## src/rtl/aes_pkg.sv

```systemverilog
// aes_pkg: shared AES definitions for the decryption datapath.
//   AES_POLY_RED : low byte of the GF(2^8) reduction polynomial 0x11B
//   aes_word_t   : one 32-bit column viewed as four bytes (row i = [i])
//   aes_state_t  : one 128-bit state viewed as four columns (column j = [j])
//   imc_state_e  : FSM encoding of the iterative InvMixColumns engine
//   xtime()      : multiply by x in GF(2^8), reduced back to 8 bits
package aes_pkg;

  localparam logic [7:0] AES_POLY_RED = 8'h1B;

  typedef logic [3:0][7:0]  aes_word_t;
  typedef logic [3:0][31:0] aes_state_t;

  typedef enum logic [1:0] {
    ST_IDLE = 2'd0,
    ST_BUSY = 2'd1,
    ST_DONE = 2'd2
  } imc_state_e;

  // Multiply by 2 in GF(2^8); the bit shifted out of the top folds back as 0x1B.
  function automatic logic [7:0] xtime(input logic [7:0] b);
    logic [7:0] r;
    r = {b[6:0], 1'b0};
    if (b[7]) begin
      r = r ^ AES_POLY_RED;
    end else begin
      r = r;
    end
    return r;
  endfunction

endpackage

```

## src/rtl/inv_mix_word.sv

```systemverilog
// inv_mix_word: combinational InvMixColumns of one AES column.
//   in_word  [31:0] : column bytes a0..a3, a_i = in_word[8i+7:8i]
//   out_word [31:0] : transformed column, same byte layout
// The constants 9, 11, 13, 14 are assembled from the reduced chain x2, x4, x8,
// so every partial product stays 8 bits wide.
module inv_mix_word
  import aes_pkg::*;
(
  input  logic [31:0] in_word,
  output logic [31:0] out_word
);

  aes_word_t a_s;
  aes_word_t x2_s, x4_s, x8_s;
  aes_word_t m9_s, m11_s, m13_s, m14_s;
  aes_word_t o_s;

  assign a_s = in_word;

  // Per-byte xtime chain and the four constant multiples built from it.
  always_comb begin
    x2_s  = '0;
    x4_s  = '0;
    x8_s  = '0;
    m9_s  = '0;
    m11_s = '0;
    m13_s = '0;
    m14_s = '0;
    for (int i = 0; i < 4; i++) begin
      x2_s[i]  = xtime(a_s[i]);
      x4_s[i]  = xtime(x2_s[i]);
      x8_s[i]  = xtime(x4_s[i]);
      m9_s[i]  = x8_s[i] ^ a_s[i];
      m11_s[i] = x8_s[i] ^ x2_s[i] ^ a_s[i];
      m13_s[i] = x8_s[i] ^ x4_s[i] ^ a_s[i];
      m14_s[i] = x8_s[i] ^ x4_s[i] ^ x2_s[i];
    end
  end

  // Circulant matrix {14, 11, 13, 9} applied to the column.
  always_comb begin
    o_s    = '0;
    o_s[0] = m14_s[0] ^ m11_s[1] ^ m13_s[2] ^ m9_s[3];
    o_s[1] = m9_s[0]  ^ m14_s[1] ^ m11_s[2] ^ m13_s[3];
    o_s[2] = m13_s[0] ^ m9_s[1]  ^ m14_s[2] ^ m11_s[3];
    o_s[3] = m11_s[0] ^ m13_s[1] ^ m9_s[2]  ^ m14_s[3];
  end

  assign out_word = o_s;

endmodule

```

## src/rtl/inv_mix_columns_iter.sv

```systemverilog
// inv_mix_columns_iter: iterative AES-128 InvMixColumns engine.
//   clk, rst      : clock and synchronous active-high reset
//   in_valid/in_ready/in_data    : 128-bit state input handshake
//   out_valid/out_ready/out_data : 128-bit result output handshake
//   busy          : high while columns are being transformed
// A state is captured in IDLE, rewritten in place WORDS_PER_CYCLE columns per
// clock in BUSY, and held in DONE until the consumer takes it. out_data comes
// straight from the state register; nothing from in_data reaches an output
// without passing through a flop.
module inv_mix_columns_iter
  import aes_pkg::*;
#(
  parameter int WORDS_PER_CYCLE = 1
) (
  input  logic         clk,
  input  logic         rst,
  input  logic         in_valid,
  output logic         in_ready,
  input  logic [127:0] in_data,
  output logic         out_valid,
  input  logic         out_ready,
  output logic [127:0] out_data,
  output logic         busy
);

  if (!(WORDS_PER_CYCLE == 1 || WORDS_PER_CYCLE == 2 || WORDS_PER_CYCLE == 4)) begin : g_bad_wpc
    $error("inv_mix_columns_iter: WORDS_PER_CYCLE must be 1, 2 or 4");
  end

  // Counter advance per BUSY cycle; for 4 columns this wraps to 0 on its own.
  localparam logic [1:0] CNT_STEP = 2'(WORDS_PER_CYCLE);
  // Counter value of the group that ends at column 3.
  localparam logic [1:0] CNT_LAST = 2'(4 - WORDS_PER_CYCLE);

  imc_state_e fsm_q, fsm_d;
  logic [1:0] cnt_q, cnt_d;
  aes_state_t state_q, state_d;
  logic       in_ready_q, in_ready_d;
  logic       out_valid_q, out_valid_d;
  logic       busy_q, busy_d;

  logic [1:0]  col_idx [WORDS_PER_CYCLE];
  logic [31:0] mix_out [WORDS_PER_CYCLE];

  for (genvar k = 0; k < WORDS_PER_CYCLE; k++) begin : g_col
    assign col_idx[k] = cnt_q + 2'(k);
    inv_mix_word u_word (
      .in_word  (state_q[col_idx[k]]),
      .out_word (mix_out[k])
    );
  end

  // Next-state, counter, state-register and output-flag computation.
  always_comb begin
    fsm_d   = fsm_q;
    cnt_d   = cnt_q;
    state_d = state_q;
    case (fsm_q)
      ST_IDLE: begin
        if (in_valid && in_ready_q) begin
          state_d = in_data;
          cnt_d   = 2'd0;
          fsm_d   = ST_BUSY;
        end else begin
          fsm_d   = ST_IDLE;
        end
      end
      ST_BUSY: begin
        for (int k = 0; k < WORDS_PER_CYCLE; k++) begin
          state_d[col_idx[k]] = mix_out[k];
        end
        cnt_d = cnt_q + CNT_STEP;
        if (cnt_q == CNT_LAST) begin
          fsm_d = ST_DONE;
        end else begin
          fsm_d = ST_BUSY;
        end
      end
      ST_DONE: begin
        if (out_valid_q && out_ready) begin
          fsm_d = ST_IDLE;
        end else begin
          fsm_d = ST_DONE;
        end
      end
      default: begin
        fsm_d = ST_IDLE;
        cnt_d = 2'd0;
      end
    endcase
    // Flags are registered from the next state so they line up with fsm_q.
    in_ready_d  = (fsm_d == ST_IDLE);
    out_valid_d = (fsm_d == ST_DONE);
    busy_d      = (fsm_d == ST_BUSY);
  end

  // State, counter, data register and registered handshake flags.
  always_ff @(posedge clk) begin
    if (rst) begin
      fsm_q       <= ST_IDLE;
      cnt_q       <= 2'd0;
      state_q     <= '0;
      in_ready_q  <= 1'b1;
      out_valid_q <= 1'b0;
      busy_q      <= 1'b0;
    end else begin
      fsm_q       <= fsm_d;
      cnt_q       <= cnt_d;
      state_q     <= state_d;
      in_ready_q  <= in_ready_d;
      out_valid_q <= out_valid_d;
      busy_q      <= busy_d;
    end
  end

  assign in_ready  = in_ready_q;
  assign out_valid = out_valid_q;
  assign busy      = busy_q;
  assign out_data  = state_q;

endmodule

```

## config.mk

```make
export PLATFORM = sky130hd
export DESIGN_NAME = inv_mix_columns_iter
export DESIGN_NICKNAME = d
export VERILOG_FILES = /design/src/rtl/aes_pkg.sv /design/src/rtl/inv_mix_word.sv /design/src/rtl/inv_mix_columns_iter.sv
export SDC_FILE = /design/constraint.sdc
export NUM_CORES = 1
export LEC_CHECK = 0
export ABC_CLOCK_PERIOD_IN_PS = 8630
export CAP_MARGIN = 40
export CORE_ASPECT_RATIO = 0.9
export CORE_MARGIN = 1.5
export CORE_UTILIZATION = 37
export CTS_CLUSTER_SIZE = 24
export DETAILED_ROUTE_END_ITERATION = 12
export PLACE_DENSITY = 0.66
export REMOVE_ABC_BUFFERS = 1
export SYNTH_ARGS = -nofsm -noshare
export SYNTH_HDL_FRONTEND = slang
export SYNTH_SLANG_ARGS = --single-unit
```

## constraint.sdc

```tcl
create_clock -name clk -period 8.63 [get_ports clk]
set_clock_uncertainty 0.1 [all_clocks]
set_input_delay 1.2945 -clock clk [delete_from_list [all_inputs] [get_ports clk]]
set_output_delay 1.2945 -clock clk [all_outputs]
set_load 0.02 [all_outputs]
```

After elaboration in Yosys (flattened, before gate mapping)
Cells that the tools add are included.
{ "totals": {"register_bits": 135, "in_bits": 132, "output_inout_bits": 131, "wordCells": 100} }
{ "classes": {"add_sub_neg": 1, "order_cmp": 2, "n_eq_ne": 6, "mux": 25, "n_bitwise": 49, "reduce_logical": 8} }
{ "ops": {"columns": ["cell", "count"], "rows": [
  ["XOR 8 bit", 36],
  ["case mux 128 bit (2 select lines)", 1],
  ["bitwise mux 128 bit", 1],
  ["two-way mux 128 bit", 1],
  ["binary-select mux 32 bit (select 2 bit)", 1],
  ["demux 32 bit (select 2 bit)", 1],
  ["two-way mux 32 bit", 2],
  ["two-way mux 5 bit", 12],
  ["NOT 4 bit", 12],
  ["case mux 2 bit (3 select lines)", 2],
  ["== test 2 bit, second input constant", 3],
  ["two-way mux 2 bit", 3],
  ["== test 2 x 1 -> 1 bit, second input constant", 2],
  ["logical NOT 2 bit", 2],
  ["AND reduction 2 bit", 2],
  ["logical AND 1 bit", 3],
  ["< comparator 2 x 3 -> 1 bit, second input constant", 1],
  ["adder 2 x 1 -> 2 bit, second input constant", 1],
  [">= comparator 2 x 1 -> 1 bit, second input constant", 1],
  ["!= test 2 bit, second input constant", 1],
  ["nonzero test 2 bit", 1],
  ["two-way mux 1 bit", 1],
  ["NOT 1 bit", 1]
]} }

Depth between registers and ports, before layout
Gate-level depths: netlist of run 1.
{ "logic_depth": {"ltp_word": 15, "mapped_depth": 11, "depth_no_buf": 7} }

Cells and area by module
A second synthesis of run 1 with hierarchy kept.
{ "hier_totals": {"cells_unflattened": 870, "area_unflattened_um2": 8600.7} }
{ "modules_own_cells": {"columns": ["module", "n_inst", "cells_per_inst", "area_each_um2", "seq_area_each_um2"], "rows": [
  ["inv_mix_columns_iter", 1, 669, 6402.4, 2702.6],
  ["inv_mix_word", 1, 201, 2198.4, 0.0]
]} }

Worst setup path after synthesis of run 1
OpenSTA, ideal clock, no wires.
{ "synth_path": {"path_kind": "register to register", "from": "reg cnt_q[0]", "to": "reg state_q, in the netlist out_data[36]", "setup_ns": 0.103, "t_arrival_ns": 2.985, "required_time_ns": 8.427, "path_slack_ns": 5.442, "path_stages_with_launch": 9, "n_path_buf": 2, "synth_period_minus_slack_ns": 3.188, "path_cell_list": "dfxtp_1 -> buf_6 -> buf_12 -> mux4_4 -> xnor2_4 -> xnor2_1 -> xor2_2 -> xnor3_2 -> a2111oi_2"} }
{ "synth_between": {"elab_chain_cells": 14, "elab_cells_between_ends": 42, "cone_classes": "order compare (2); mux (18); bitwise (21); reduce/logical (1)"} }
{ "synth_rtl": {"columns": ["item", "line", "rtl"], "rows": [
  ["start: declaration", "inv_mix_columns_iter.sv:36", "logic [1:0] cnt_q, cnt_d;"],
  ["start signal: assignment", "inv_mix_columns_iter.sv:108", "cnt_q <= cnt_d;"],
  ["binary-select mux 32 bit (select 2 bit)", "inv_mix_columns_iter.sv:48", ".in_word (state_q[col_idx[k]]),"],
  ["two-way mux 32 bit (implied by the code)", "inv_mix_columns_iter.sv:48", null],
  ["two-way mux 5 bit", "aes_pkg.sv:24", "if (b[7]) begin"],
  ["NOT 4 bit (no source line)", null, null],
  ["two-way mux 5 bit", "aes_pkg.sv:24", null],
  ["NOT 4 bit (no source line)", null, null],
  ["two-way mux 5 bit", "aes_pkg.sv:24", null],
  ["XOR 8 bit, on equally long branches (2 in a row)", "inv_mix_word.sv:36, inv_mix_word.sv:34", null],
  ["XOR 8 bit (3 in a row)", "inv_mix_word.sv:43", "o_s[0] = m14_s[0] ^ m11_s[1] ^ m13_s[2] ^ m9_s[3];"],
  ["bitwise mux 128 bit (*)", "inv_mix_columns_iter.sv:70", "state_d[col_idx[k]] = mix_out[k];"],
  ["case mux 128 bit (2 select lines) (*)", "inv_mix_columns_iter.sv:58", "case (fsm_q)"],
  ["end signal: assignment", "inv_mix_columns_iter.sv:109", "state_q <= state_d;"],
  ["end: declaration", "inv_mix_columns_iter.sv:37", "aes_state_t state_q, state_d;"]
]} }
Every way passes the cells marked *; elsewhere a longest branch is shown, timed or not. The select of a mux whose other input is x is not followed.
A chain may end at the register's enable or synchronous reset.

Worst setup path in the final report of run 1
{ "layout_path": {"from": "reg cnt_q[0]", "to": "reg state_q, in the netlist out_data[126]"} }
{ "layout_between": {"elab_chain_cells": 11, "elab_cells_between_ends": 27, "cone_classes": "order compare (2); mux (10); bitwise (14); reduce/logical (1)"} }
{ "layout_rtl": {"columns": ["item", "line", "rtl"], "rows": [
  ["binary-select mux 32 bit (select 2 bit)", "inv_mix_columns_iter.sv:48", null],
  ["two-way mux 32 bit (implied by the code)", "inv_mix_columns_iter.sv:48", null],
  ["NOT 4 bit (no source line)", null, null],
  ["two-way mux 5 bit", "aes_pkg.sv:24", null],
  ["XOR 8 bit, on equally long branches (2 in a row)", "inv_mix_word.sv:34, inv_mix_word.sv:35", null],
  ["XOR 8 bit (3 in a row)", "inv_mix_word.sv:46", "o_s[3] = m11_s[0] ^ m13_s[1] ^ m9_s[2] ^ m14_s[3];"],
  ["bitwise mux 128 bit (*)", "inv_mix_columns_iter.sv:70", null],
  ["case mux 128 bit (2 select lines) (*)", "inv_mix_columns_iter.sv:58", null]
]} }
Marked as above.

==> impl_metrics.sql, run 1 <==
INSERT INTO impl_metrics (metric_group, metric, value, unit) VALUES
('worst_setup_path', 'worstSetupStartpointType', 'flop', ''),
('routing', 'antenna_violating_nets_post_route', '0', ''),
('timing', 'fin_crit_sh', '49.9', '%'),
('layout', 'ff_latch_area', '0.00271', 'mm^2'),
('routing', 'drtIter0Drc', '613', ''),
('routing', 'wire_per_inst', '20.8', 'um'),
('timing', 'max_slew_margin', '47.9', '%'),
('layout', 'area_growth', '39.7', '%'),
('synth', 'syn-mean-instance-area', '9.54', 'um^2'),
('layout', 'most_frequent_cells_in_the_layout', 'sky130_fd_sc_hd__clkdlybuf4s50_1 (261), sky130_fd_sc_hd__nor2_1 (230), sky130_fd_sc_hd__dfxtp_1 (133)', ''),
('timing', 'report.final.hold_viol_count', '0', ''),
('synth', 'ys.flop_type', 'sky130_fd_sc_hd__dfxtp_1', ''),
('layout', 'most_common_library_cell_in_the_layout_ignoring_fill_and_taps', 'sky130_fd_sc_hd__clkdlybuf4s50_1', ''),
('clock_network', 'clock_tree.root_cell', 'sky130_fd_sc_hd__clkbuf_16', ''),
('global_route', 'first_pass_grt_wire_length', '44500', 'um'),
('routing', 'avgViaCountPerCell', '5.40', ''),
('global_route', 'global_route.overflow_total', '0', ''),
('timing', 'worst-slew-pin-transition', '781', 'ps'),
('layout', 'multi_input_area', '0.00542', 'mm^2'),
('layout', 'final_cell_count_no_fill', '1418', ''),
('floorplanning', 'io_pins', '263', ''),
('routing', 'routed_wl', '29500', 'um'),
('layout', 'net_count_of_the_finished_layout', '1245', ''),
('global_route', 'grt_antenna_before_repair', '0', ''),
('routing', 'initial_drt_pass_iterations', '5', ''),
('layout', 'num_antenna_cells', '0', ''),
('global_route', 'grt_usage', '24.6', '%'),
('clock_network', 'hold_buffers', '0', ''),
('worst_setup_path', 'r2r_end', 'out_data[126]', ''),
('hold_path', 'timing.hold.worst_endpoint', 'out_data[50]', ''),
('clock_network', 'cts_made_buffers', '17', ''),
('synth', 'synth.cell_area', '0.00845', 'mm^2'),
('floorplanning', 'num_rows', '52', ''),
('global_route', 'number_of_global_route_vias_before_repair', '7508', ''),
('worst_setup_path', 'r2r_start', 'cnt_q[0]', ''),
('flow_run', 'cap_viol_max_count', '0', ''),
('clock_network', 'cts.sinks', '135', ''),
('floorplanning', 'core_region_area', '0.0224', 'mm^2'),
('clock_network', 'max-clock-path-buffers', '2', ''),
('placement', 'place_congestion', '0.946', ''),
('synth', 'ys_ff_latch', '135', ''),
('worst_setup_path', 'r2r_cells', '8', ''),
('timing', 'timing_max_transition_violations_final', '0', ''),
('worst_setup_path', 'critical_path_arrival', '4480', 'ps'),
('timing', 'rsz0062_at_grt', 'false', ''),
('synth', 'number_of_enable_type_register_cells_in_the_synthesized_netlist', '0', ''),
('hold_path', 'hp-class', 'flop to flop', ''),
('worst_setup_path', 'ff2ff_setup_slack', '4320', 'ps'),
('synth', 'synth_cell_type_count', '40', ''),
('placement', 'cell_count_after_placement', '1387', ''),
('clock_network', 'buffers_inserted_during_post_cts_setup_optimization', '0', ''),
('synth', 'post_synth_inst_count', '886', ''),
('layout', 'postLayoutCellArea', '0.0118', 'mm^2'),
('routing', 'drc_errors', '0', ''),
('clock_network', 'cts_max_level', '4', ''),
('synth', 'synth-seq-area-share', '32.0', '%'),
('run_status', 'run_status', 'completed', ''),
('layout', 'fillers', '2053', ''),
('placement', 'io_buffer_count', '262', ''),
('floorplanning', 'die_w', '162', 'um'),
('clock_network', 'cts_tree', 'done', ''),
('placement', 'postPlaceCellArea', '0.0112', 'mm^2'),
('layout', 'post_route_cells_drive_above_1_share', '9.81', '%'),
('timing', 'period_minus_slack', '4310', 'ps'),
('worst_setup_path', 'critPathRequiredTime', '8810', 'ps'),
('hold_path', 'min_delay_path_depth', '2', ''),
('floorplanning', 'die_h', '146', 'um'),
('routing', 'total_via_count_after_detailed_routing', '7663', ''),
('floorplanning', 'start_util', '37.7', '%'),
('timing', 'postLayoutSetupSlackWorst', '4320', 'ps'),
('worst_setup_path', 'criticalPathCategory', 'flop to flop', '');
[how the worst max path moves through the flow]
stage	from	slack, ps	end
floorplan	in_valid	3330	out_data[43]
global placement	in_valid	3840	out_data[19]
detailed placement	in_valid	4090	out_data[27]
CTS	cnt_q[0]	4190	out_data[126]
global route	cnt_q[0]	3970	out_data[126]
finish	cnt_q[0]	4320	out_data[126]
[metrics by stage]
step                utilization [%]  hold slack [ps]
floorplan                         -              421
global placement               49.9              397
detailed placement             50.1              406
CTS                            52.6              419
global route                   52.6              437
finish                         52.6              420
[flip-flops by register name (all words and copies together), names as in the netlist]
signal,cells
out_data,128
busy,1
fsm_q,2
cnt_q,2
out_valid,1
in_ready,1
[area by class of cell]
type | count | area share, %
Clock buffer | 23 | 3.96
Clock inverter | 8 | 0.837
Inverter | 2 | 0.0636
Multi-Input combinational cell | 678 | 45.9
Sequential cell | 135 | 22.9
Tap cell | 297 | 3.15
Timing Repair Buffer | 275 | 23.2
[synthesized netlist by cell type (2+ instances only)]
master | instances | share of area [%]
sky130_fd_sc_hd__o21ai_0 | 14 | 0.83
sky130_fd_sc_hd__a2111oi_0 | 84 | 8.7
sky130_fd_sc_hd__a2111oi_1 | 4 | 0.47
sky130_fd_sc_hd__xnor2_2 | 18 | 3.5
sky130_fd_sc_hd__clkbuf_1 | 53 | 2.4
sky130_fd_sc_hd__nand2b_1 | 2 | 0.15
sky130_fd_sc_hd__xor2_2 | 5 | 0.96
sky130_fd_sc_hd__a21oi_1 | 21 | 1.2
sky130_fd_sc_hd__inv_1 | 2 | 0.089
sky130_fd_sc_hd__xnor2_1 | 129 | 13
sky130_fd_sc_hd__xnor3_1 | 8 | 2.1
sky130_fd_sc_hd__buf_6 | 3 | 0.40
sky130_fd_sc_hd__ha_1 | 4 | 0.59
sky130_fd_sc_hd__nor3_1 | 9 | 0.53
sky130_fd_sc_hd__xnor2_4 | 7 | 2.3
sky130_fd_sc_hd__a311oi_1 | 2 | 0.21
sky130_fd_sc_hd__nand2_1 | 24 | 1.1
sky130_fd_sc_hd__and3_1 | 4 | 0.30
sky130_fd_sc_hd__o21a_1 | 2 | 0.18
sky130_fd_sc_hd__a211oi_1 | 14 | 1.2
sky130_fd_sc_hd__buf_2 | 8 | 0.47
sky130_fd_sc_hd__buf_4 | 5 | 0.44
sky130_fd_sc_hd__mux4_2 | 26 | 6.9
sky130_fd_sc_hd__and2_1 | 4 | 0.30
sky130_fd_sc_hd__a22oi_1 | 7 | 0.62
sky130_fd_sc_hd__dfxtp_1 | 135 | 32
sky130_fd_sc_hd__a2111oi_2 | 6 | 1.1
sky130_fd_sc_hd__nor2_1 | 230 | 10
sky130_fd_sc_hd__mux4_1 | 5 | 1.6
sky130_fd_sc_hd__o22ai_1 | 6 | 0.44
sky130_fd_sc_hd__xor2_1 | 36 | 3.7
[critical path, stage by stage, from the launching register on]
cell	delay, ps
sky130_fd_sc_hd__dfxtp_2	570
sky130_fd_sc_hd__buf_4	500
sky130_fd_sc_hd__mux4_1	870
sky130_fd_sc_hd__xnor2_4	270
sky130_fd_sc_hd__xnor2_1	510
sky130_fd_sc_hd__xor2_1	450
sky130_fd_sc_hd__xnor2_1	200
sky130_fd_sc_hd__xnor2_1	170
sky130_fd_sc_hd__a2111oi_0	490
[routing by layer]
layer	share of wire (%)	GRT usage, %	vias to the layer above
met5	0	0	-
li1	-	-	3576
met3	9.2	5.37	32
met2	45	38.1	423
met1	45	35.1	3632
met4	1.3	5.41	0
[cells by family (layout without fill, tap and decap cells)]
logic type / count (synthesis) / after routing / share of synthesized area [%]
compound gates: 160 / 160 / 15.0
fa+ha+maj: 4 / 4 / 0.592
flops: 135 / 135 / 32.0
buf+inv: 73 / 308 / 4.04
xor+xnor: 206 / 206 / 26.8
simple gates: 276 / 276 / 12.8
mux: 32 / 32 / 8.78
Power of run 1 is not shown: default switching activity piles up to over one toggle a cycle in this logic, so the estimate is an artifact.
==> run 2: changes to the inputs <==
--- a/config.mk
+++ b/config.mk
@@ -5,14 +5,14 @@
 export SDC_FILE = /design/constraint.sdc
 export NUM_CORES = 1
 export LEC_CHECK = 0
-export ABC_CLOCK_PERIOD_IN_PS = 8630
+export ABC_CLOCK_PERIOD_IN_PS = 3800
 export CAP_MARGIN = 40
 export CORE_ASPECT_RATIO = 0.9
 export CORE_MARGIN = 1.5
 export CORE_UTILIZATION = 37
 export CTS_CLUSTER_SIZE = 24
 export DETAILED_ROUTE_END_ITERATION = 12
-export PLACE_DENSITY = 0.66
+export PLACE_DENSITY = 0.68
 export REMOVE_ABC_BUFFERS = 1
 export SYNTH_ARGS = -nofsm -noshare
 export SYNTH_HDL_FRONTEND = slang
==> constraint.sdc (replaced) <==
create_clock -name clk -period 3.8 [get_ports clk]
set_clock_uncertainty 0.1 [all_clocks]
set_input_delay 0.57 -clock clk [delete_from_list [all_inputs] [get_ports clk]]
set_output_delay 0.57 -clock clk [all_outputs]
set_load 0.02 [all_outputs]
==> run 2 against run 1 <==
Non-clock buffer count up 16. Highest routed layer unchanged. Worst setup slack got worse by 4100 ps. Via count up 3.0%. Cell count is 1.2% higher. Critical path type unchanged. Utilization up 0.71 points. Die area unchanged. Sequential share of layout area shrank 0.30 points. Count of clock-buffer cells in the layout is 2 higher.
==> impl_metrics.sql, run 2 (same netlist as run 1, synthesis figures left out) <==
INSERT INTO impl_metrics (metric_group, metric, value, unit) VALUES
('run_status', 'run_status', 'completed', ''),
('worst_setup_path', 'worstSetupStartpointType', 'flop', ''),
('worst_setup_path', 'crit_path_end_kind', 'flop', ''),
('worst_setup_path', 'critPathMostFrequentCell', 'sky130_fd_sc_hd__xnor2_1', ''),
('placement', 'cell_count_after_placement', '1403', ''),
('layout', 'number_of_flip_flops_under_the_largest_register_name', '128', ''),
('layout', 'most_common_library_cell_in_the_layout_ignoring_fill_and_taps', 'sky130_fd_sc_hd__clkdlybuf4s50_1', ''),
('flow_run', 'cap_viol_max_count', '0', ''),
('floorplanning', 'core_region_area', '0.0224', 'mm^2'),
('routing', 'total_via_count_after_detailed_routing', '7890', ''),
('worst_setup_path', 'cp_slowest_cell', 'sky130_fd_sc_hd__mux4_1', ''),
('floorplanning', 'die_area', '0.0238', 'mm^2'),
('layout', 'most_frequent_cells_in_the_layout', 'sky130_fd_sc_hd__clkdlybuf4s50_1 (261), sky130_fd_sc_hd__nor2_1 (230), sky130_fd_sc_hd__dfxtp_1 (133)', ''),
('floorplanning', 'io_pins', '263', ''),
('global_route', 'grt_usage', '25.7', '%'),
('placement', 'place_congestion', '1.01', ''),
('hold_path', 'timing.hold.worst_endpoint', 'out_data[120]', ''),
('timing', 'timing_max_transition_violations_final', '0', ''),
('clock_network', 'cts_tree', 'done', ''),
('hold_path', 'hp-class', 'flop to flop', ''),
('timing', 'worst-slew-pin-transition', '794', 'ps'),
('placement', 'io_buffer_count', '262', ''),
('worst_setup_path', 'path_max_fanout', '22', ''),
('timing', 'hold_ws', '418', 'ps'),
('layout', 'postLayoutCellArea', '0.0120', 'mm^2'),
('routing', 'antenna_violating_nets_post_route', '0', ''),
('clock_network', 'cts_made_buffers', '17', ''),
('worst_setup_path', 'r2r_end', 'out_data[37]', ''),
('worst_setup_path', 'critPathRequiredTime', '3990', 'ps'),
('worst_setup_path', 'timing.critical_path.cells', 'buf_12, mux4_1, buf_4, xor2_2, xnor2_1, xnor2_1, xnor2_1, xnor2_1, a2111oi_0', ''),
('worst_setup_path', 'r2r_start', 'cnt_q[0]', ''),
('clock_network', 'buffers_inserted_during_post_cts_setup_optimization', '0', ''),
('timing', 'rsz0062_at_grt', 'false', ''),
('timing', 'max_slew_margin', '47.1', '%'),
('clock_network', 'clk-insertion-delay-late', '430', 'ps'),
('timing', 'final-setup-viol-count', '0', ''),
('floorplanning', 'die_w', '162', 'um'),
('routing', 'avgViaCountPerCell', '5.50', ''),
('layout', 'post_route_cells_drive_above_1_share', '11.2', '%'),
('placement', 'dp_hpwl', '22600', 'um'),
('routing', 'routed_wl', '30600', 'um'),
('worst_setup_path', 'criticalPathCategory', 'flop to flop', ''),
('worst_setup_path', 'critical_path_arrival', '3730', 'ps'),
('layout', 'net_count_of_the_finished_layout', '1261', ''),
('layout', 'num_antenna_cells', '0', ''),
('floorplanning', 'num_rows', '52', ''),
('worst_setup_path', 'r2r_cells', '9', ''),
('timing', 'fin_crit_sh', '93.3', '%'),
('timing', 'achievable-frequency', '0.282', 'GHz'),
('clock_network', 'cts.sinks', '135', ''),
('timing', 'final.setup.tns', '0', 'ps'),
('clock_network', 'worst_setup_hold_path_clk_slew', '60', 'ps'),
('global_route', 'first_pass_grt_wire_length', '46600', 'um'),
('worst_setup_path', 'startpoint', 'cnt_q[0]', ''),
('layout', 'area_growth', '41.5', '%'),
('timing', 'report.final.hold_viol_count', '0', ''),
('global_route', 'number_of_global_route_vias_before_repair', '7875', ''),
('clock_network', 'clock_tree.root_cell', 'sky130_fd_sc_hd__clkbuf_16', ''),
('routing', 'drtIter0Drc', '720', ''),
('routing', 'initial_drt_pass_iterations', '5', ''),
('global_route', 'grt_antenna_before_repair', '0', ''),
('layout', 'final_cell_count_no_fill', '1435', ''),
('routing', 'wire_per_inst', '21.3', 'um'),
('global_route', 'grt_max_degree', '82', ''),
('hold_path', 'min_from', 'out_data[120]', ''),
('clock_network', 'max-clock-path-buffers', '2', ''),
('worst_setup_path', 'ff2ff_setup_slack', '260', 'ps'),
('floorplanning', 'die_h', '146', 'um'),
('global_route', 'global_route.overflow_total', '0', ''),
('clock_network', 'cts_max_level', '4', ''),
('routing', 'drc_errors', '0', ''),
('hold_path', 'min_delay_path_depth', '2', ''),
('worst_setup_path', 'worst_path_largest_cell_delay', '610', 'ps'),
('timing', 'period_minus_slack', '3540', 'ps'),
('placement', 'postPlaceCellArea', '0.0114', 'mm^2'),
('floorplanning', 'start_util', '37.7', '%');
## run 2: what timing repair did
action	in CTS	in global routing
gates resized for setup	0	2
setup endpoints to repair	0	2
hold buffers	0	0
## run 2: cell type report
cell class              instances  area, um^2
fillers                      2043       10500
flip-flops and latches        135        2710
repair buffers                291        2890
multi-input cells             678        5430
well taps                     297         372
clock buffers                  25         495
clock inverters                 7        68.8
inverters                       2        7.51
## run 2: worst max-delay path by stage
stage / to / slack [ps]
final: out_data[37] / 260
after global routing: out_data[69] / 70
after CTS: out_data[22] / 250
after detailed placement: out_data[22] / 260
after global placement: out_data[96] / 380
after floorplan: out_data[43] / -770
## run 2: worst max-delay path: cells and delay by family (launching register included)
family | cells | cell delay [ps]
compound gates | 1 | 450
xor+xnor | 5 | 1310
buf+inv | 2 | 450
flops | 1 | 430
mux | 1 | 610
## run 2: routing by layer
layer	GRT usage [%]	wire [um]	part of all wire (%)
met1	35.2	13200	43
met2	40.8	14000	46
met3	6.16	2940	9.6
met4	6.38	433	1.4
met5	0	0	0
## run 2: stage by stage
step	utilization (%)	setup slack [ps]
after global placement	50.7	375
after global routing	53.3	67.4
after CTS	53.2	247
after floorplan	-	-772
after detailed placement	50.7	258
final	53.3	256
Power of run 2 is left out for the same reason.
==> run 3: changes to the inputs <==
--- a/config.mk
+++ b/config.mk
@@ -8,7 +8,6 @@
 export ABC_CLOCK_PERIOD_IN_PS = 3800
 export CAP_MARGIN = 40
 export CORE_ASPECT_RATIO = 0.9
-export CORE_MARGIN = 1.5
 export CORE_UTILIZATION = 37
 export CTS_CLUSTER_SIZE = 24
 export DETAILED_ROUTE_END_ITERATION = 12
==> run 3 against run 2 <==
Cell count hardly changed. Count of clock-buffer cells in the layout is 5 lower. Non-clock buffer count increased by 1. Critical path type unchanged. Critical endpoint is now out_data[99].
==> impl_metrics.sql, run 3 (same netlist as run 1, synthesis figures left out) <==
INSERT INTO impl_metrics (metric_group, metric, value, unit) VALUES
('run_status', 'run_status', 'completed', ''),
('layout', 'net_count_of_the_finished_layout', '1262', ''),
('layout', 'ff_latch_area', '0.00271', 'mm^2'),
('layout', 'multi_input_area', '0.00541', 'mm^2'),
('layout', 'num_antenna_cells', '0', ''),
('timing', 'timing_max_transition_violations_final', '0', ''),
('worst_setup_path', 'cp_slowest_cell', 'sky130_fd_sc_hd__mux4_1', ''),
('hold_path', 'hp-class', 'flop to flop', ''),
('floorplanning', 'num_rows', '52', ''),
('clock_network', 'clk-insertion-delay-late', '430', 'ps'),
('worst_setup_path', 'worst_path_largest_cell_delay', '830', 'ps'),
('timing', 'final-setup-viol-count', '0', ''),
('worst_setup_path', 'path_max_fanout', '14', ''),
('routing', 'total_via_count_after_detailed_routing', '7939', ''),
('routing', 'routed_wl', '30600', 'um'),
('timing', 'fin_crit_sh', '92.1', '%'),
('floorplanning', 'die_area', '0.0235', 'mm^2'),
('floorplanning', 'die_h', '145', 'um'),
('timing', 'final.setup.tns', '0', 'ps'),
('routing', 'initial_drt_pass_iterations', '5', ''),
('routing', 'drtIter0Drc', '710', ''),
('clock_network', 'clock_tree.root_cell', 'sky130_fd_sc_hd__clkbuf_16', ''),
('layout', 'area_growth', '42.8', '%'),
('layout', 'number_of_flip_flops_under_the_largest_register_name', '128', ''),
('clock_network', 'cts_resized', '0', ''),
('worst_setup_path', 'worstSetupStartpointType', 'flop', ''),
('clock_network', 'worst_setup_hold_path_clk_slew', '60', 'ps'),
('global_route', 'grt_antenna_before_repair', '0', ''),
('timing', 'worst-slew-pin-transition', '751', 'ps'),
('clock_network', 'hold_buffers', '0', ''),
('layout', 'most_common_library_cell_in_the_layout_ignoring_fill_and_taps', 'sky130_fd_sc_hd__clkdlybuf4s50_1', ''),
('timing', 'report.final.hold_viol_count', '0', ''),
('layout', 'most_frequent_cells_in_the_layout', 'sky130_fd_sc_hd__clkdlybuf4s50_1 (261), sky130_fd_sc_hd__nor2_1 (230), sky130_fd_sc_hd__dfxtp_1 (133)', ''),
('routing', 'antenna_violating_nets_post_route', '0', ''),
('layout', 'post_route_cells_drive_above_1_share', '11.4', '%'),
('floorplanning', 'io_pins', '263', ''),
('floorplanning', 'core_region_area', '0.0224', 'mm^2'),
('placement', 'io_buffer_count', '262', ''),
('worst_setup_path', 'critPathRequiredTime', '4050', 'ps'),
('placement', 'cell_count_after_placement', '1404', ''),
('worst_setup_path', 'criticalPathCategory', 'flop to flop', ''),
('placement', 'place_congestion', '0.994', ''),
('global_route', 'grt_max_degree', '75', ''),
('layout', 'final_core_utilization', '53.8', '%'),
('worst_setup_path', 'critical_path_arrival', '3740', 'ps'),
('clock_network', 'cts.sinks', '135', ''),
('routing', 'drc_errors', '0', ''),
('routing', 'wire_per_inst', '21.3', 'um'),
('worst_setup_path', 'crit_path_end_kind', 'flop', ''),
('flow_run', 'cap_viol_max_count', '0', ''),
('clock_network', 'cts_max_level', '4', ''),
('placement', 'dp_hpwl', '22900', 'um'),
('clock_network', 'max-clock-path-buffers', '2', ''),
('floorplanning', 'die_w', '161', 'um'),
('timing', 'rsz0062_at_grt', 'false', ''),
('placement', 'dpl_worst_slack', '237', 'ps'),
('timing', 'max_slew_margin', '49.9', '%'),
('worst_setup_path', 'timing.critical_path.cells', 'buf_12, mux4_1, xnor2_2, xnor3_1, xor3_1, xnor2_1, nand2_1, a21oi_1', ''),
('clock_network', 'buffers_inserted_during_post_cts_setup_optimization', '0', ''),
('floorplanning', 'start_util', '37.7', '%'),
('layout', 'final_cell_count_no_fill', '1436', ''),
('global_route', 'number_of_global_route_vias_before_repair', '7817', ''),
('timing', 'postLayoutSetupSlackWorst', '302', 'ps'),
('timing', 'achievable-frequency', '0.286', 'GHz'),
('global_route', 'first_pass_grt_wire_length', '46700', 'um'),
('timing', 'period_minus_slack', '3500', 'ps'),
('layout', 'fillers', '2027', ''),
('global_route', 'grt_usage', '26.1', '%'),
('clock_network', 'cts_made_buffers', '17', ''),
('global_route', 'global_route.overflow_total', '0', ''),
('clock_network', 'cts_tree', 'done', ''),
('routing', 'avgViaCountPerCell', '5.53', '');
run 3: path summary, 6_finish.rpt:
| check | cells after the start | end | startpoint | slack [ps] |
|---|---|---|---|---|
| max | 8 | out_data[99] | cnt_q[0] | 300 |
| min | 2 | out_data[109] | out_data[109] | 420 |
| max reg2reg | 8 | out_data[99] | cnt_q[0] | 300 |
| min reg2reg | 2 | out_data[109] | out_data[109] | 420 |
run 3: layer usage:
| metal | vias up | GRT usage (%) | wire, um | share of wire [%] |
|---|---|---|---|---|
| met4 | 0 | 7.59 | 491 | 1.6 |
| met5 | - | 0 | 0 | 0 |
| li1 | 3627 | - | - | - |
| met1 | 3817 | 36.3 | 13300 | 43 |
| met2 | 454 | 40.4 | 14000 | 46 |
| met3 | 41 | 6.07 | 2810 | 9.2 |
run 3: layout make-up:
type | instances | area share (%)
Timing Repair Buffer | 292 | 24.1
Clock inverter | 12 | 1.86
Multi-Input combinational cell | 678 | 44.8
Clock buffer | 20 | 3.70
Tap cell | 297 | 3.08
Sequential cell | 135 | 22.4
Inverter | 2 | 0.0622
run 3: stage by stage:
| step | hold slack [ps] | area, um^2 |
|---|---|---|
| finish | 420 | 12100 |
| global route | 445 | 12100 |
| CTS | 415 | 12100 |
| detailed placement | 409 | 11400 |
| global placement | 397 | 11400 |
| floorplan | 421 | 8120 |
run 3: critical path, delay by kind of cell (launching register included):
| kind | cells | cell delay, ps |
|---|---|---|
| AOI/OAI and AO/OA | 1 | 190 |
| and+or+nand+nor | 1 | 90 |
| muxes | 1 | 830 |
| DFF | 1 | 500 |
| xor gates and xnor gates | 4 | 1490 |
| buffers and inverters | 1 | 220 |
Power of run 3 is left out for the same reason.
